**src/rtl/msk_rnd_feeder.sv**
```systemverilog
`default_nettype none
// ============================================================================
// Module   : msk_rnd_feeder
// Brief    : Randomness producer for masked gadgets. A 64-bit maximal-length
//            LFSR (x^64+x^63+x^61+x^60+1) is seeded with two 32-bit words,
//            warmed up, then streams RND_W fresh bits per valid/ready transfer.
// Revision : 1.0 - initial release
// ============================================================================
module msk_rnd_feeder #(
   parameter int RND_W  = 4,   // random bits per transfer, 1..32
   parameter int WARMUP = 32   // LFSR advances discarded after seeding
) (
   input  logic             clk,
   input  logic             rst_n,
   input  logic [31:0]      seed_in,
   input  logic             seed_valid,
   output logic             seed_ready,
   output logic [RND_W-1:0] rnd,
   output logic             rnd_valid,
   input  logic             rnd_ready,
   output logic             busy
);

   // Warm-up counter must hold the value WARMUP; keep at least one bit.
   localparam int c_cnt_w = (WARMUP < 2) ? 1 : $clog2(WARMUP + 1);

   localparam logic [1:0] c_st_idle = 2'd0;  // waiting for low seed word
   localparam logic [1:0] c_st_seed = 2'd1;  // waiting for high seed word
   localparam logic [1:0] c_st_warm = 2'd2;  // discarding warm-up advances
   localparam logic [1:0] c_st_run  = 2'd3;  // streaming random bits

   logic [1:0]         state_q, state_d;
   logic [63:0]        lfsr_q, lfsr_d;
   logic [c_cnt_w-1:0] warm_cnt_q, warm_cnt_d;
   logic [63:0]        w_adv;
   logic [63:0]        w_seed_full;

   // Single Fibonacci step: shift left, feed back taps 63/62/60/59 into bit 0.
   function automatic logic [63:0] lfsr_step(input logic [63:0] s);
      return {s[62:0], s[63] ^ s[62] ^ s[60] ^ s[59]};
   endfunction

   // One advance = RND_W steps unrolled, so each transfer sees all-new bits.
   always_comb begin
      w_adv = lfsr_q;
      for (int i = 0; i < RND_W; i++) begin
         w_adv = lfsr_step(w_adv);
      end
   end

   // Full seed formed from the incoming high word; the all-zero lock-up state
   // is avoided by forcing bit 0.
   always_comb begin
      w_seed_full = {seed_in, lfsr_q[31:0]};
      if (w_seed_full == 64'h0) begin
         w_seed_full[0] = 1'b1;
      end
   end

   // Next-state logic for the FSM, the LFSR and the warm-up counter.
   always_comb begin
      state_d    = state_q;
      lfsr_d     = lfsr_q;
      warm_cnt_d = warm_cnt_q;
      case (state_q)
         c_st_idle: begin
            if (seed_valid) begin
               lfsr_d[31:0] = seed_in;
               state_d      = c_st_seed;
            end
         end
         c_st_seed: begin
            if (seed_valid) begin
               lfsr_d = w_seed_full;
               if (WARMUP == 0) begin
                  state_d = c_st_run;
               end else begin
                  warm_cnt_d = c_cnt_w'(WARMUP);
                  state_d    = c_st_warm;
               end
            end
         end
         c_st_warm: begin
            lfsr_d = w_adv;
            if (warm_cnt_q == c_cnt_w'(1)) begin
               warm_cnt_d = '0;
               state_d    = c_st_run;
            end else begin
               warm_cnt_d = warm_cnt_q - c_cnt_w'(1);
            end
         end
         c_st_run: begin
            // A concurrent transfer completes first; the seed word then
            // overwrites the low half of the advanced state.
            if (rnd_ready) begin
               lfsr_d = w_adv;
            end
            if (seed_valid) begin
               lfsr_d[31:0] = seed_in;
               state_d      = c_st_seed;
            end
         end
         default: begin
            state_d = c_st_idle;
         end
      endcase
   end

   // State registers with asynchronous active-low reset.
   always_ff @(posedge clk or negedge rst_n) begin
      if (!rst_n) begin
         state_q    <= c_st_idle;
         lfsr_q     <= 64'h0;
         warm_cnt_q <= '0;
      end else begin
         state_q    <= state_d;
         lfsr_q     <= lfsr_d;
         warm_cnt_q <= warm_cnt_d;
      end
   end

   // Outputs decode registered state only, keeping handshakes free of
   // combinational paths from the partner's valid/ready.
   assign seed_ready = (state_q != c_st_warm);
   assign rnd_valid  = (state_q == c_st_run);
   assign busy       = (state_q == c_st_seed) || (state_q == c_st_warm);
   assign rnd        = lfsr_q[RND_W-1:0];

endmodule
`default_nettype wire

```
**config.mk**
```make
export PLATFORM = sky130hd
export DESIGN_NAME = msk_rnd_feeder
export DESIGN_NICKNAME = d
export VERILOG_FILES = /design/src/rtl/msk_rnd_feeder.sv
export SDC_FILE = /design/constraint.sdc
export NUM_CORES = 1
export LEC_CHECK = 0
export ABC_AREA = 1
export CAP_MARGIN = 5
export CORE_MARGIN = 10
export CORE_UTILIZATION = 57
export DETAILED_ROUTE_END_ITERATION = 7
export PLACE_DENSITY = 0.8
export SYNTH_ARGS = -nofsm -noshare
export SYNTH_HDL_FRONTEND = slang
export SYNTH_SLANG_ARGS = --single-unit
export TNS_END_PERCENT = 30
```
**constraint.sdc**
```tcl
create_clock -name clk -period 2.3 [get_ports clk]
set_input_delay 0.69 -clock clk [delete_from_list [all_inputs] [get_ports clk]]
set_output_delay 0.69 -clock clk [all_outputs]
set_load 0.01 [all_outputs]
```
# ---- Word level (Yosys, flattened, before mapping)
# Index checks and enable logic that the tools add are counted.
dict set report totals {
  regBits 72
  latchBits 0
  ram_bits 0
  rom_bits 0
  input_bits 36
  output_inout_bits 7
  elab_cells 56
  n_memories 0
}
dict set report op_classes {
  add_sub_neg 1
  multipliers 0
  div_mod_pow 0
  n_lt_le_gt_ge 0
  n_eq_ne 12
  shifts 0
  n_mux 14
  bitwise_logic 13
  n_reduce_logical 11
}
# op count
set ops {}
lappend ops {{64-bit 2-to-1 mux} 2}
lappend ops {{32-bit case mux with 4 select lines} 1}
lappend ops {{32-bit case mux with 3 select lines} 1}
lappend ops {{64-bit logical NOT} 1}
lappend ops {{32-bit 2-to-1 mux} 2}
lappend ops {{6-bit 2-to-1 mux} 2}
lappend ops {{6-bit case mux with 2 select lines} 1}
lappend ops {{1-bit XOR} 12}
lappend ops {{2-bit inequality test, second input constant} 5}
lappend ops {{3-bit AND reduction} 3}
lappend ops {{6-bit by 1-bit equality test with 1-bit output, second input constant} 1}
lappend ops {{2-bit 2-to-1 mux} 3}
lappend ops {{2-bit case mux with 3 select lines} 1}
lappend ops {{6-bit by 1-bit subtractor with 6-bit output, second input constant} 1}
lappend ops {{2-bit equality test, second input constant} 2}
lappend ops {{2-bit by 1-bit inequality test with 1-bit output, second input constant} 2}
lappend ops {{4-bit AND reduction} 1}
lappend ops {{3-bit by 2-bit inequality test with 1-bit output, second input constant} 1}
lappend ops {{3-bit nonzero test} 1}
lappend ops {{2-bit by 1-bit equality test with 1-bit output, second input constant} 1}
lappend ops {{2-bit logical NOT} 1}
lappend ops {{2-bit AND reduction} 1}
lappend ops {{2-bit nonzero test} 1}
lappend ops {{2-bit OR reduction} 1}
lappend ops {{other kinds (3)} 3}

# ---- Logic depth before layout (Yosys ltp)
dict set report logic_depth {
  depth_word 6
  mapped_depth 11
  depth_no_buf 11
}

# ---- Worst setup path before layout
# OpenSTA, ideal clock, no wires.
dict set report synth_timing {
  path_kind {register -> register}
  start {register state_q[0]}
  end {register lfsr_q[32]}
  setup_ps 131
  arrival_time_ps 1465
  required_time_ps 2169
  setup_slack_ps 704
  stages_incl_launch_ff 5
  path_buffers 1
  synth_period_minus_slack_ps 1596
  cell_sequence {dfrtp_1 ha_1 a211oi_4 clkbuf_1 o21ai_0}
}
dict set report synth_between {
  elab_chain_cells 3
  elab_cells_between_ends 8
  cone_classes {5 x eq/ne; 1 x mux; 2 x reduce/logical}
}
# item line
set synth_lines {}
lappend synth_lines {{from (decl)} 32} ;# logic [1:0] state_q, state_d;
lappend synth_lines {{from (signal assigned)} 112} ;# state_q <= c_st_idle;
lappend synth_lines {{from (signal assigned)} 116} ;# state_q <= state_d;
lappend synth_lines {{2-bit equality test *} -}
lappend synth_lines {{named net rnd_valid} 19} ;# output logic rnd_valid,
lappend synth_lines {{2-bit by 1-bit inequality test with 1-bit output (no source line) / 3-bit nonzero test (equally long branches)} -}
lappend synth_lines {{3-bit AND reduction (no source line)} -}
lappend synth_lines {{to (signal assigned)} 117} ;# lfsr_q <= lfsr_d;
lappend synth_lines {{to (decl)} 33} ;# logic [63:0] lfsr_q, lfsr_d;
# The timed path passes the listed nets; every way through them passes the cells marked *.
# A chain may end at the register's enable or synchronous reset.

# ---- Worst setup path after layout
dict set report layout_timing {
  start {register state_q[1]}
  end {output port busy}
}
dict set report layout_between {
  elab_chain_cells 2
  elab_cells_between_ends 3
  cone_classes {2 x eq/ne; 1 x reduce/logical}
}
# item line
set layout_lines {}
lappend layout_lines {{2-bit by 1-bit equality test with 1-bit output / 2-bit equality test (equally long branches)} 126} ;# assign busy = (state_q == c_st_seed) || (state_q == c_st_warm);
lappend layout_lines {{1-bit logical OR *} 126}
lappend layout_lines {{to (decl)} 21} ;# output logic busy
# Mark *: on every way between the ends. The rest lies on a longest branch, timed or not.

==> metrics <==
outcome finished clean; internal power component 4.136 mW; remaining antenna violation count 0; sort of element at the start of the critical path register; CTS clock-pin slew for the worst setup and hold paths 0.08 ns; final setup violating endpoints 0; final cycle utilization of the critical path 0.9425; final-layout worst hold slack approximately 0.35 ns; setup repair after global routing missed its margin no; net count reported at finish roughly 630; cts-stage hold buffer count 0; Arr. time, crit path 1.48 ns; CTS tree yes; most frequent cells in the layout sky130_fd_sc_hd__nand2_1 (149), sky130_fd_sc_hd__nor2_1 (76), sky130_fd_sc_hd__dfrtp_1 (72), sky130_fd_sc_hd__o21ai_0 (66), sky130_fd_sc_hd__a21oi_1 (61); area of combinational cells with multiple inputs 1838 um^2; net count after synthesis roughly 590; total negative slack 0 ns; first-pass iteration count of the detailed router 5; met2 wire length ~5000 um; clock latency on the worst-skew pair between 0.3 and 0.4 ns; class of the most critical hold timing path in2async; type of the setup path with the least slack reg2out; highest metal layer used by the detailed router met4; overall global routing resource usage 0.2082; DR iter-0 viols 260; fraction of power consumed by the clock network 0.137; GRT overflow 0; final standard cell utilization of the core 0.7031; net switching power 3.513 mW; Worst Path Max Fanout 5; area share of the largest cell type after synthesis 0.4543; # Max-Cap Violations 0; wire length on met3 about 570 um; gp weighted congestion between 0.8 and 0.9; H-tree levels 3; number of top-level pins between 40 and 50; sum of routed wire segments on met1 about 4500 um; register share of total power 0.308; core outline area 6794 um^2; maximum achievable frequency around 460 MHz; fraction of layout instances using a drive strength above 1 0.06926; library cell used as clock root buffer sky130_fd_sc_hd__clkbuf_8; clock sink count a little over 70; post-synthesis cell count between 500 and 600; Slew Viols, Final 0; flop and latch count out of synthesis about 70; initial antenna violation count 0; combined flip-flop and latch cell area approximately 1800 um^2; Setup Skew 0.01250 ns; most common cell after layout, fill and taps aside sky130_fd_sc_hd__nand2_1; fin area 4777 um^2; Setup crit end kind primary output; Inserted Clock Buffers 9; number of buffers added on ports 42; Comb power frac 0.556; post-synthesis area per instance 7.278 um^2; cell leakage power between 2 and 2.5 nW; largest net degree at the start of global routing 73; data required time of the critical path roughly 1.6 ns; area after detailed placement roughly 4600 um^2; number of antenna repair diodes 0; Worst slew margin 0.7414; fin crit period about 2.2 ns; Die Footprint ~11,000 um^2; Total Power Consumption 7.649 mW; dominant cells by area after synthesis sky130_fd_sc_hd__dfrtp_1 (45%), sky130_fd_sc_hd__nand2_1 (14%), sky130_fd_sc_hd__o21ai_0 (8.3%); Sw Ratio 0.4592; via count of the first global-routing pass 3,712; Fillers ~560; Worst R2R Setup Slack between 0.4 and 0.5 ns; count of different cell masters after synthesis 27; worst slew pin tran roughly 0.39 ns; Max Buffers Root-to-Sink 2; synthesized cell area 3966 um^2; worst-case vdd ir drop around 1.2 mV; starting utilization of the core area 0.5838; Area growth syn-to-layout 20.44%; number of placement rows 30; via count around 3.8k; Hold Violations, Final 0; total routed wirelength about 10,000 um; detailed-route DRC error count 0; DIE HEIGHT 103.4 um; warnings from Yosys 0; Cell Pwr Density approximately 1600 nW/um^2; hpwl dp roughly 7500 um; cell type with the largest total area after synthesis sky130_fd_sc_hd__dfrtp_1; die width approximately 100 um; final routed wire length divided by cell count between 15 and 20 um; Vias per Instance about 5.5; global-route wire length before repair between 15,000 and 20,000 um; fraction of the yosys area taken by sequential cells 0.4543
==> power groups by stage <==
stage	Clock (mW)	Combinational [mW]	Sequential, mW
floorplan	0	2.98	2.23
global placement	0	4.06	2.35
detailed placement	0	4.22	2.37
CTS	1.05	4.24	2.34
global route	1.12	4.85	2.42
finish	1.04	4.25	2.35
==> sequential cells by signal (all words and copies together), names as in the netlist <==
register,cells
lfsr_q,64
warm_cnt_q,6
state_q,2
==> per-stage QoR <==
stage	worst slack [ns]	std cells
floorplan	0.7043	545
global placement	0.1703	671
detailed placement	0.1217	671
CTS	0.01360	688
global route	0.05693	688
finish	0.1323	688
==> critical path: stages (launching register included) <==
cell                            delay, ns
sky130_fd_sc_hd__dfrtp_1             0.41
sky130_fd_sc_hd__inv_1               0.15
sky130_fd_sc_hd__ha_1                0.28
sky130_fd_sc_hd__dlygate4sd2_1       0.30
==> cells by family after synthesis <==
kind of cell / share of synthesized area
and+or+nand+nor: 0.2353
adders and majority gates: 0.02524
DFF: 0.4543
AOI/OAI and AO/OA: 0.1905
buffers and inverters: 0.08359
xor gates and xnor gates: 0.01104
==> per-layer routing <==
metal  vias to the layer above  global-route usage
li1                       1828                   -
met1                      1772              0.2584
met2                       131              0.3470
met3                        22             0.03721
met4                         0             0.09198
met5                         -                   0
==> final timing paths <==
check,start,end,depth (start not counted)
worst max-delay path,state_q[1],busy,3
worst max register to register,state_q[1],warm_cnt_q[4],10
min in group clk,lfsr_q[33],lfsr_q[33],2
worst min-delay path,rst_n,lfsr_q[47],2
max in group asynchronous,rst_n,lfsr_q[33],2
worst min register to register,lfsr_q[33],lfsr_q[33],2
==> Yosys cell counts (all sizes together) <==
library cell / count
dfrtp: 72
o21ai: 69
buf: 19
nand3b: 1
o21a: 1
xnor2: 4
ha: 8
o22ai: 1
nand2: 149
nor2: 78
a211oi: 1
inv: 52
xor2: 1
a21oi: 61
nand3: 9
o211ai: 4
clkbuf: 7
and3: 1
a22oi: 4
nand4: 2
o31ai: 1
==> cell type report <==
cell class              instances  area share
flip-flops and latches         72      0.3772
multi-input cells             395      0.3848
well taps                      96     0.02514
repair buffers                 57      0.1289
clock buffers                  11     0.03169
clock inverters                 5     0.01152
inverters                      52     0.04086
==> timing repair <==
action | 4_1_cts | 5_1_grt
setup buffers | 1 | 0
resized for setup | 2 | 1
setup endpoints to repair | 2 | 1
No activity file was read; power rests on OpenSTA's default activity.
==> variant, RTL diff (same settings) <==
Set the parameter `RND_W` to 3 (it was 4).
--- a/src/rtl/msk_rnd_feeder.sv
+++ b/src/rtl/msk_rnd_feeder.sv
@@ -8,5 +8,5 @@
 // ============================================================================
 module msk_rnd_feeder #(
-   parameter int RND_W  = 4,   // random bits per transfer, 1..32
+   parameter int RND_W  = 3,   // random bits per transfer, 1..32
    parameter int WARMUP = 32   // LFSR advances discarded after seeding
 ) (
Ports: changed (resized rnd); port bits go from 43 to 42. No check against the original RTL was run, so the function may have changed too.
==> variant against the unedited design <==
  * Sequential cell count is the same
  * Clock skew shrank 3.5 ps
  * Design area grew 0.60%
  * Area after synthesis grew 3.2%
  * Wire length shrank 0.44%
  * Worst setup slack lost 1.7 ps
Power is left out: it rests on default switching activity, and per cell area and clock period it moved more than threefold.
==> variant: results (changes against the unedited design) <==
[logic_synthesis]
synth_area_per_cell_um2 = 7.40  ; was 7.28 µm²
netlist-cell-type-count = 29  ; was 27
seq_area_frac_synth_pct = 44.0  ; was 45.4%
synth_nets = 597  ; was 589
ys_top_cells_by_count = nand2_1, o21ai_0, nor2_1  ; was nand2_1, nor2_1, dfrtp_1
synth_area_leaders = dfrtp_1, o21ai_0, nand2_1  ; was dfrtp_1, nand2_1, o21ai_0
ys_dominant_reg_cell = dfrtp_1  ; unchanged

[worst_setup_path]
cpMaxStageDelayCell = dfrtp_1  ; unchanged
crit_path_max_fanout = 5  ; unchanged

[route]
vias = 3855  ; was 3753
postRouteWirelength_um = 10400  ; about the same
first_iter_violations = 388  ; was 260

[place]
numPortBuffers = 41  ; was 42
dpl.hpwl_um = 7500  ; about the same
gp_congestion = 0.863  ; was 0.891
dp_slack_ps = 23.0  ; was 122 ps
dpl.cell_count = 672  ; was 671

[sta]
tightest_slew_ps = 572  ; was 388 ps
hold_violations = 0  ; unchanged
clock_skew_ps = 8.95  ; was 12.5 ps

[run_status]
status = finished, final reports clean  ; unchanged

[final_layout]
clockNetworkAreaShare_pct = 3.36  ; was 4.32%
drive_above_1_share_pct = 7.11  ; was 6.93%
buffers = 60  ; was 57
final_cells = 687  ; was 688
finalNetCount = 632  ; was 631
fill_cells = 583  ; was 563
n_all_inverters = 54  ; was 52
nonClkBufAreaFrac_pct = 12.7  ; was 12.9%
seq_share_pct = 37.5  ; was 37.7%
multi_input_area_share_pct = 39.7  ; was 38.5%
multi_input_gates = 391  ; was 395
antennaDiodeCount = 0  ; unchanged

[global_route]
grt_antenna_before_repair = 0  ; unchanged
grtUsageTotal_pct = 19.1  ; was 20.8%
grt_max_degree = 73  ; unchanged
grt_pass1_vias = 3688  ; was 3712
grt_pass1_wl_um = 17700  ; was 17500 µm

[cts]
cts_root_buffer = clkbuf_8  ; unchanged

-- variant: what timing repair did --
action	4_1_cts	5_1_grt
setup buffers	1	0
pin swaps	0	0
endpoints found under the setup margin	2	1
resized for setup	2	1
-- variant: metal layers --
layer  up-vias  wire length, µm  GRT usage, %
li1       1884                -             -
met1      1800             4680          26.6
met2       160             4800          29.0
met3        11              763          3.99
met4         0              138          6.18
met5         -                0             0
-- variant: cell families after synthesis --
logic type	count (synthesis)	share of synthesized area (%)
adder cells (fa/ha/maj)	8	2.45
multiplexers	1	0.275
flip-flops	72	44.0
XOR/XNOR	5	1.07
AO/OA/AOI/OAI	140	19.2
AND/OR/NAND/NOR	237	23.5
buffers and inverters	90	9.48
-- variant: path summary, 6_finish.rpt --
| check | start | end | slack [ps] | depth (start not counted) |
|---|---|---|---|---|
| max | state_q[1]$_DFFE_PN0P_ | busy | 130 | 3 |
| max reg2reg | state_q[0]$_DFFE_PN0P_ | warm_cnt_q[3]$_DFFE_PN0P_ | 350 | 7 |
| min | rst_n | lfsr_q[50]$_DFFE_PN0P_ | 350 | 2 |
| min in group clk | lfsr_q[33]$_DFFE_PN0P_ | lfsr_q[33]$_DFFE_PN0P_ | 530 | 2 |
| min reg2reg | lfsr_q[33]$_DFFE_PN0P_ | lfsr_q[33]$_DFFE_PN0P_ | 530 | 2 |
| max in group asynchronous | rst_n | lfsr_q[11]$_DFFE_PN0P_ | 1620 | 2 |
-- variant: worst max-delay path: cells and delay by family (launching register included) --
family | cells | cell delay (ps)
DFF | 1 | 410
adders and majority gates | 1 | 280
buffers and inverters | 2 | 450
-- variant: per-stage QoR --
step | area, µm² | hold slack [ps]
final | 4810 | 349
after global placement | 4640 | 503
after detailed placement | 4640 | 508
after CTS | 4800 | 375
after floorplan | 4090 | 394
after global routing | 4810 | 393
